===== config.mk =====
export PLATFORM = sky130hd
export DESIGN_NAME = paper_sequencer_flat
export DESIGN_NICKNAME = d
export VERILOG_FILES = /design/src/rtl/paper_sequencer_if.sv /design/src/rtl/paper_sequencer.sv /design/src/flat_wrapper.sv
export SDC_FILE = /design/constraint.sdc
export NUM_CORES = 1
export LEC_CHECK = 0
export CAP_MARGIN = 20
export CORE_MARGIN = 3
export CORE_UTILIZATION = 40
export DETAILED_ROUTE_END_ITERATION = 7
export GPL_ROUTABILITY_DRIVEN = 0
export SYNTH_ARGS = -nofsm -noshare
export SYNTH_HDL_FRONTEND = slang
export SYNTH_SLANG_ARGS = --single-unit

===== constraint.sdc =====
create_clock -name pulses -period 1.72 [get_ports pulses]
set_input_delay 0.344 -clock pulses [delete_from_list [all_inputs] [get_ports pulses]]
set_output_delay 0.344 -clock pulses [all_outputs]
set_load 0.05 [all_outputs]

===== src/rtl/paper_sequencer_if.sv =====
// paper_sequencer_if: program-load, control and execution-unit handshake bundle.
// Rev 1.0
`default_nettype none

interface paper_sequencer_if #(
  parameter int ADDR_W = 4
);
  logic              prog_we;
  logic [ADDR_W-1:0] prog_addr;
  logic [ADDR_W+1:0] prog_data;
  logic              start;
  logic              done;
  logic              sta;
  logic [1:0]        instruct;
  logic [ADDR_W-1:0] operand;
  logic              issue;
  logic [ADDR_W-1:0] pc;
  logic              busy;
  logic              halted;
  logic              err;

  modport master (
    output prog_we, prog_addr, prog_data, start, done, sta,
    input  instruct, operand, issue, pc, busy, halted, err
  );

  modport slave (
    input  prog_we, prog_addr, prog_data, start, done, sta,
    output instruct, operand, issue, pc, busy, halted, err
  );
endinterface

`default_nettype wire


===== src/rtl/paper_sequencer.sv =====
// paper_sequencer: program store + PC stepping, issues opcodes to execution units.
// Rev 1.0
`default_nettype none

module paper_sequencer #(
  parameter int ADDR_W  = 4,
  parameter int TIMEOUT = 16
) (
  input wire logic         pulses,
  input wire logic         rst_n,
  paper_sequencer_if.slave bus
);
  localparam int         c_DW      = 2 + ADDR_W;
  localparam logic [1:0] c_OP_JNO  = 2'b01;
  localparam logic [1:0] c_OP_STP  = 2'b11;
  localparam logic [7:0] c_TO_LAST = 8'(TIMEOUT - 1);

  typedef enum logic [2:0] {
    S_IDLE   = 3'd0,
    S_FETCH  = 3'd1,
    S_ISSUE  = 3'd2,
    S_WAIT   = 3'd3,
    S_UPDATE = 3'd4,
    S_HALT   = 3'd5
  } state_t;

  state_t            r_state;
  state_t            w_next;
  logic [c_DW-1:0]   r_mem [2**ADDR_W];
  logic [c_DW-1:0]   r_rdata;
  logic [ADDR_W-1:0] r_pc;
  logic [ADDR_W-1:0] r_operand;
  logic [1:0]        r_instr;
  logic [7:0]        r_cnt;
  logic              r_issue;
  logic              r_busy;
  logic              r_halted;
  logic              r_err;
  logic              r_sta;
  logic              w_ready;
  logic              w_timeout;

  assign w_ready = (r_state == S_IDLE) || (r_state == S_HALT);

  // Program store: no reset, contents are whatever was last loaded.
  always_ff @(posedge pulses) begin
    if (bus.prog_we && w_ready) begin
      r_mem[bus.prog_addr] <= bus.prog_data;
    end
    r_rdata <= r_mem[r_pc];
  end

  always_ff @(posedge pulses or negedge rst_n) begin
    if (!rst_n) begin
      r_state <= S_IDLE;
    end else begin
      r_state <= w_next;
    end
  end

  always_comb begin
    w_next    = r_state;
    w_timeout = 1'b0;
    unique case (r_state)
      S_IDLE, S_HALT: if (bus.start) w_next = S_FETCH;
      S_FETCH:        w_next = S_ISSUE;
      S_ISSUE:        w_next = (r_rdata[c_DW-1 -: 2] == c_OP_STP) ? S_HALT : S_WAIT;
      S_WAIT: begin
        // A done on the final counted cycle still wins over the timeout.
        if (bus.done) begin
          w_next = S_UPDATE;
        end else if (r_cnt == c_TO_LAST) begin
          w_next    = S_HALT;
          w_timeout = 1'b1;
        end
      end
      S_UPDATE:       w_next = S_FETCH;
      default:        w_next = S_IDLE;
    endcase
  end

  always_ff @(posedge pulses or negedge rst_n) begin
    if (!rst_n) begin
      r_pc      <= '0;
      r_instr   <= 2'b00;
      r_operand <= '0;
      r_cnt     <= 8'd0;
      r_issue   <= 1'b0;
      r_busy    <= 1'b0;
      r_halted  <= 1'b0;
      r_err     <= 1'b0;
      r_sta     <= 1'b0;
    end else begin
      r_issue  <= (w_next == S_WAIT);
      r_busy   <= (w_next == S_FETCH) || (w_next == S_ISSUE) ||
                  (w_next == S_WAIT)  || (w_next == S_UPDATE);
      r_halted <= (w_next == S_HALT);
      r_cnt    <= (r_state == S_WAIT) ? r_cnt + 8'd1 : 8'd0;

      if (w_ready && bus.start) begin
        r_pc  <= '0;
        r_err <= 1'b0;
      end
      if (w_timeout) begin
        r_err <= 1'b1;
      end
      if (r_state == S_ISSUE) begin
        r_instr   <= r_rdata[c_DW-1 -: 2];
        r_operand <= r_rdata[ADDR_W-1:0];
      end
      if ((r_state == S_WAIT) && bus.done) begin
        r_sta <= bus.sta;
      end
      if (r_state == S_UPDATE) begin
        r_pc <= ((r_instr == c_OP_JNO) && !r_sta) ? r_operand : r_pc + 1'b1;
      end
    end
  end

  assign bus.instruct = r_instr;
  assign bus.operand  = r_operand;
  assign bus.issue    = r_issue;
  assign bus.pc       = r_pc;
  assign bus.busy     = r_busy;
  assign bus.halted   = r_halted;
  assign bus.err      = r_err;
endmodule

`default_nettype wire


===== src/flat_wrapper.sv =====
// flat-port wrapper written by rule: the top's interface ports become plain ports
module paper_sequencer_flat 
#(
  parameter int ADDR_W  = 4,
  parameter int TIMEOUT = 16
)
  (pulses, rst_n, bus_prog_we, bus_prog_addr, bus_prog_data, bus_start, bus_done, bus_sta, bus_instruct, bus_operand, bus_issue, bus_pc, bus_busy, bus_halted, bus_err);
  paper_sequencer_if #(.ADDR_W(ADDR_W)) bus_i ();
  input wire logic pulses;
  input wire logic rst_n;
  input wire logic [$bits(bus_i.prog_we)-1:0] bus_prog_we;
  input wire logic [$bits(bus_i.prog_addr)-1:0] bus_prog_addr;
  input wire logic [$bits(bus_i.prog_data)-1:0] bus_prog_data;
  input wire logic [$bits(bus_i.start)-1:0] bus_start;
  input wire logic [$bits(bus_i.done)-1:0] bus_done;
  input wire logic [$bits(bus_i.sta)-1:0] bus_sta;
  output wire logic [$bits(bus_i.instruct)-1:0] bus_instruct;
  output wire logic [$bits(bus_i.operand)-1:0] bus_operand;
  output wire logic [$bits(bus_i.issue)-1:0] bus_issue;
  output wire logic [$bits(bus_i.pc)-1:0] bus_pc;
  output wire logic [$bits(bus_i.busy)-1:0] bus_busy;
  output wire logic [$bits(bus_i.halted)-1:0] bus_halted;
  output wire logic [$bits(bus_i.err)-1:0] bus_err;
  assign bus_i.prog_we = bus_prog_we;
  assign bus_i.prog_addr = bus_prog_addr;
  assign bus_i.prog_data = bus_prog_data;
  assign bus_i.start = bus_start;
  assign bus_i.done = bus_done;
  assign bus_i.sta = bus_sta;
  assign bus_instruct = bus_i.instruct;
  assign bus_operand = bus_i.operand;
  assign bus_issue = bus_i.issue;
  assign bus_pc = bus_i.pc;
  assign bus_busy = bus_i.busy;
  assign bus_halted = bus_i.halted;
  assign bus_err = bus_i.err;
  paper_sequencer #(.ADDR_W(ADDR_W), .TIMEOUT(TIMEOUT)) u_core (.pulses(pulses), .rst_n(rst_n), .bus(bus_i));
endmodule

== Word-level counts from Yosys, hierarchy flattened ==
Memories as Yosys holds them, arrays and structs flattened. A register that Yosys moved wholly into a read port is not among the register bits.
Cells that the tools add are included.

* Logic and storage cells: 55
* Memories kept: 1
* ROM bits: 0
* Register bits after elaboration: 26
* Latch bits: 0
* Bits in writable memories: 96

* Divide/modulo/power cells: 0
* Add/sub/neg operators: 2
* Bitwise operators: 0
* Reductions and logical operators: 13
* Muxes and demuxes: 16
* Shifts and indexed selects: 0
* Eq/ne operators: 13
* $mul: 0
* Magnitude comparators: 0

{| class="wikitable"
|+ Memories
! memory !! words !! width !! read ports !! clocked after Yosys merged registers in !! write ports !! RTL line !! RTL
|-
| u_core.r_mem || 16 || 6 || 1 || 1 || 1 || paper_sequencer.sv:29 || <nowiki>logic [c_DW-1:0] r_mem [2**ADDR_W];</nowiki>
|}

{| class="wikitable"
|+ Operators by type and width
! cell !! number
|-
| $pmux W3 S5 || 1
|-
| $eq A3 B2 Y1 const B || 4
|-
| $eq A3 B3 Y1 const B || 4
|-
| $mux W3 || 4
|-
| $mux W4 || 3
|-
| $add A8 B1 Y8 const B || 1
|-
| $eq A8 B4 Y1 const B || 1
|-
| $mux W8 || 1
|-
| $mux W1 || 7
|-
| $eq A3 B1 Y1 const B || 2
|-
| $add A4 B1 Y4 const B || 1
|-
| $logic_and A1 B1 Y1 || 4
|-
| $logic_or A1 B1 Y1 || 4
|-
| $reduce_bool A2 Y1 || 2
|-
| $logic_not A3 Y1 || 1
|-
| $eq A2 B1 Y1 const B || 1
|-
| $eq A2 B2 Y1 const B || 1
|-
| $reduce_or A2 Y1 || 1
|-
| $logic_not A1 Y1 || 1
|}

== Depth between registers and ports, before layout ==
* Depth in word-level cells: 8
* Gate-level depth with buffers: 6
* Mapped depth without buffers: 5

== Worst setup path after synthesis ==
Ideal clock, no wire load.

* Path kind: flip-flop to flip-flop
* Start: register u_core.r_pc[0], in the netlist u_core.bus.pc[0]
* End: register u_core.r_rdata[1] (read register of u_core.r_mem)
* Path buffers: 2
* Cell stages (with the launch flop): 6
* Data arrival time: 1.731 ns
* Setup time: 0.120 ns
* Slack: -0.130 ns
* Path through: dfrtp_1 buf_6 buf_12 mux4_2 a22oi_1 nand2_1

{| class="wikitable"
|+ RTL lines
! element !! RTL line !! RTL
|-
| from (decl) || paper_sequencer.sv:31 || <nowiki>logic [ADDR_W-1:0] r_pc;</nowiki>
|-
| from (signal assigned) || paper_sequencer.sv:115 || <nowiki>r_pc <= ((r_instr == c_OP_JNO) && !r_sta) ? r_operand : r_pc + 1'b1;</nowiki>
|-
| to (decl) || paper_sequencer.sv:30 || <nowiki>logic [c_DW-1:0] r_rdata;</nowiki>
|}

== Worst setup path in the final report ==
* Start: register u_core.r_state[0]
* End: memory u_core.r_mem[9][4] (netlist bit), enable pin

* Longest elaborated chain between the ends: 5
* Elaborated cells between the ends (all ways): 6
* Those cells by class: eq/ne (1); mux (2); reduce/logical (3)

{| class="wikitable"
|+ Ends and longest elaborated chain
! element !! RTL line !! RTL
|-
| from (decl) || paper_sequencer.sv:27 || <nowiki>state_t r_state;</nowiki>
|-
| from (signal assigned) || paper_sequencer.sv:57 || <nowiki>r_state <= w_next;</nowiki>
|-
| $eq A3 B3 Y1 / $logic_not A3 Y1 (equally long branches) || paper_sequencer.sv:43 || <nowiki>assign w_ready = (r_state == S_IDLE) || (r_state == S_HALT);</nowiki>
|-
| $logic_or A1 B1 Y1 * || paper_sequencer.sv:43 ||
|-
| $logic_and A1 B1 Y1 * || paper_sequencer.sv:47 || <nowiki>if (bus.prog_we && w_ready) begin</nowiki>
|-
| $mux W1 * || paper_sequencer.sv:47 ||
|-
| $mux W1 (implied by the code) * || paper_sequencer.sv:48 || <nowiki>r_mem[bus.prog_addr] <= bus.prog_data;</nowiki>
|-
| to (decl) || paper_sequencer.sv:29 ||
|}

Mark *: on every way between the ends. The rest lies on a longest branch, timed or not.

==> results.sh <==
export IMPL_status="complete, but fails checks"
export IMPL_violations="negative setup slack"
export IMPL_final_setup_skew_ns=0.01063
export IMPL_netSwitchingFraction_pct=30.86
export IMPL_yosys_top_cells_count="edfxtp_1, dfrtp_1, nor2_1"
export IMPL_vias_per_cell=5.173
export IMPL_finalWirelength_mm=10.06
export IMPL_worst_slew_pin_slew_ns=0.5814
export IMPL_synth_ff_latch_count=128
export IMPL_die_area_um2=14290
export IMPL_fin_nets=387
export IMPL_ant_nets=0
export IMPL_fin_crit_sh_pct=102.2
export IMPL_timing_critical_path_cells="xor2_1, nor2_1, buf_4, nand4b_1, nor2_1, buf_4"
export IMPL_drive_above_1_share_pct=31.94
export IMPL_multiInputGateArea_um2=1471
export IMPL_drtIter0Drc=212
export IMPL_dp_cells=515
export IMPL_stdcell_count=550
export IMPL_cts_tree="built"
export IMPL_synth_ff_type="edfxtp_1"
export IMPL_drv_cap=0
export IMPL_cp_max_fo=6
export IMPL_synth_top_cell_area_share_pct=55.90
export IMPL_yosysUniqueCellTypes=46
export IMPL_cts_sinks=128
export IMPL_grt_max_degree=29
export IMPL_grt_pass1_vias=2933
export IMPL_yosys_top_cells_area="edfxtp_1, dfrtp_1, mux4_1, mux4_2, dfxtp_1"
export IMPL_critPathCaptureType="flip-flop"
export IMPL_cts_buffers=17
export IMPL_design_core_area_um2=12310
export IMPL_critPathArrivalTime_ns=1.87
export IMPL_drt_first_pass_iters=4
export IMPL_setup_viol=48
export IMPL_p_leak_nw=2.340
export IMPL_switchingPower_mw=3.133
export IMPL_path_delay_family="simple AND/OR/NAND/NOR gates"
export IMPL_crit_path_top_delay_cell="dfrtp_1"
export IMPL_rows=40
export IMPL_wl_per_cell_um=18.29
export IMPL_clockRootBuffer="clkbuf_16"
export IMPL_clk_pin_slew_ns=0.05
export IMPL_fmax_mhz=568.6
export IMPL_cp_start_kind="flip-flop"
export IMPL_syn_inst=292
export IMPL_vdd_ir_drop_max_mv=0.8271
export IMPL_rsz0062_at_grt="yes"
export IMPL_initial_utilization_pct=41.89
export IMPL_avgSynthCellArea_um2=17.66
export IMPL_hold_viol_final=0
export IMPL_min_path_type="in2async"
export IMPL_setup_slack_ns=-0.03859
export IMPL_grt_use_met1_pct=19.75
export IMPL_worstPathRequired_ns=1.83
export IMPL_port_buffers=29
export IMPL_clockBufferDepth=2
export IMPL_die_w_um=119.6
export IMPL_seq_area_frac_synth_pct=70.84
export IMPL_p_int_mw=7.018
export IMPL_worst_hold_slack_ns=0.3113
export IMPL_overflow=0
export IMPL_dieHeight_um=119.6
export IMPL_slowest_delay_ns=0.38
export IMPL_grt_total_usage_pct=15.19
export IMPL_async_reset_ff_share_pct=20.31
export IMPL_power_density_nw_per_um2=1552
export IMPL_vias=2845
export IMPL_n_fill_cell=1023
export IMPL_worst_path_buf_inv=2
export IMPL_fin_tns_setup_ns=-1.069
export IMPL_use_met2_pct=24.44
export IMPL_combinationalPowerShare_pct=30.0
export IMPL_dp_hpwl_mm=6.703
export IMPL_h_tree_depth=4
export IMPL_syn_area_um2=5157
export IMPL_drc=0
export IMPL_synth_most_common_cell="edfxtp_1"
export IMPL_busiest_layer="met2"
export IMPL_slew_violations=0
export IMPL_clkPwrFrac_pct=32.1
export IMPL_utilization_pct=53.14
export IMPL_grt_pass1_wl_mm=16.04
export IMPL_critPathKind="reg2reg"
export IMPL_period_minus_slack_ns=1.759
export IMPL_areaGrowthSynthToFinish_pct=26.86
export IMPL_clk_latency_ns=0.41
export IMPL_antenna_found_initial=0
export IMPL_diodes=0
export IMPL_relSlewSlack_pct=61.16
export IMPL_grt_util_met3_pct=5.090
export IMPL_ios=30
export IMPL_synth_area_leader_cell="edfxtp_1"
export IMPL_seqCellArea_um2=3656
export IMPL_synth_edf_count=96
export IMPL_total_power_mw=10.15
export IMPL_synthesis_nets=310
export IMPL_seqPwrFrac_pct=38.0
export IMPL_ys_warnings_count=0
[cell usage in the layout, fill, tap and decap left out, types with 6 or more instances in the layout]
master / count
nand2_1: 12
buf_4: 43
nor2_1: 22
nand2b_1: 6
clkdlybuf4s50_1: 15
mux4_2: 13
mux2_2: 7
a21oi_1: 9
mux4_1: 11
dfxtp_1: 6
dfrtp_1: 24
clkbuf_16: 17
edfxtp_1: 96
a22oi_1: 9
buf_12: 6
[per-stage QoR]
step | worst slack (ns) | instance area [um2]
floorplan | 0.01725 | 5180
CTS | -0.05383 | 6480
detailed placement | -0.1148 | 5908
global placement | -0.07201 | 5908
finish | -0.03859 | 6543
global route | -0.1373 | 6543
[worst register-to-register path: cells and delay by family (launching register included)]
kind / cells / cell delay [ns]
AND/OR/NAND/NOR: 3 / 0.57
flip-flops: 1 / 0.38
buffers and inverters: 2 / 0.35
XOR/XNOR: 1 / 0.16
[logic make-up (layout without fill, tap and decap cells)]
kind of cell | Yosys count | in the layout | share of synthesized area (%)
compound gates | 32 | 32 | 4.585
flops | 128 | 128 | 70.84
fa+ha+maj | 2 | 2 | 0.4851
simple gates | 78 | 78 | 7.933
xor+xnor | 7 | 7 | 1.189
buf+inv | 13 | 103 | 1.892
mux | 32 | 32 | 13.08
[final cells by class]
| class | count | share of cell area (%) |
|---|---|---|
| sequential | 128 | 55.88 |
| clock buffer | 18 | 6.560 |
| inverter | 2 | 0.1147 |
| timing repair buffer | 69 | 9.925 |
| tap | 168 | 3.213 |
| clock inverter | 14 | 1.817 |
| multi-input combinational | 151 | 22.49 |
[worst paths after layout]
| kind | start | endpoint | slack, ns | cells after the start |
|---|---|---|---|---|
| setup / recovery | u_core.r_state[0] | u_core.r_mem[9][4] | -0.04 | 6 |
| hold / removal | rst_n | u_core.bus.pc[1] | 0.31 | 2 |
| setup reg to reg | u_core.r_state[0] | u_core.r_mem[9][4] | -0.04 | 6 |
| hold reg to reg | u_core.r_cnt[0] | u_core.r_cnt[0] | 0.46 | 1 |
| max in group asynchronous | rst_n | u_core.bus.pc[0] | 1.14 | 2 |
| min in group pulses | u_core.r_cnt[0] | u_core.r_cnt[0] | 0.46 | 1 |
[power by group through the flow]
stage          Clock [mW]  Combinational [mW]  Sequential, mW
2_1_floorplan           0                1.57            4.33
3_3_place_gp            0                2.92            3.91
3_5_place_dp            0                2.97            3.92
4_1_cts              3.32                3.02            3.86
5_1_grt              3.49                3.27            3.89
6_report             3.25                3.04            3.86
[routing by layer]
layer | part of all wire (%) | wire length [um] | vias up
met4 | 0.80 | 80 | 0
met3 | 5.1 | 511 | 10
li1 | - | - | 1320
met1 | 45 | 4559 | 1441
met2 | 49 | 4907 | 74
met5 | 0 | 0 | -
[sequential cells by signal, summed over array words and instances (netlist names)]
signal / count
u_core.r_sta: 1
u_core.bus.pc: 4
u_core.r_cnt: 8
u_core.bus.instruct: 2
u_core.bus.operand: 4
u_core.r_rdata: 6
u_core.r_mem: 96
u_core.bus.issue: 1
u_core.r_state: 3
u_core.bus.err: 1
u_core.bus.halted: 1
u_core.bus.busy: 1
[repair_timing]
action | 4_1_cts | 5_1_grt
hold buffers | 0 | 0
pin swaps | 3 | 6
setup endpoints to repair | 79 | 101
setup buffers | 2 | 1
cloned | 0 | 0
gates resized for setup | 2 | 15
No activity file was read; power rests on OpenSTA's default activity.
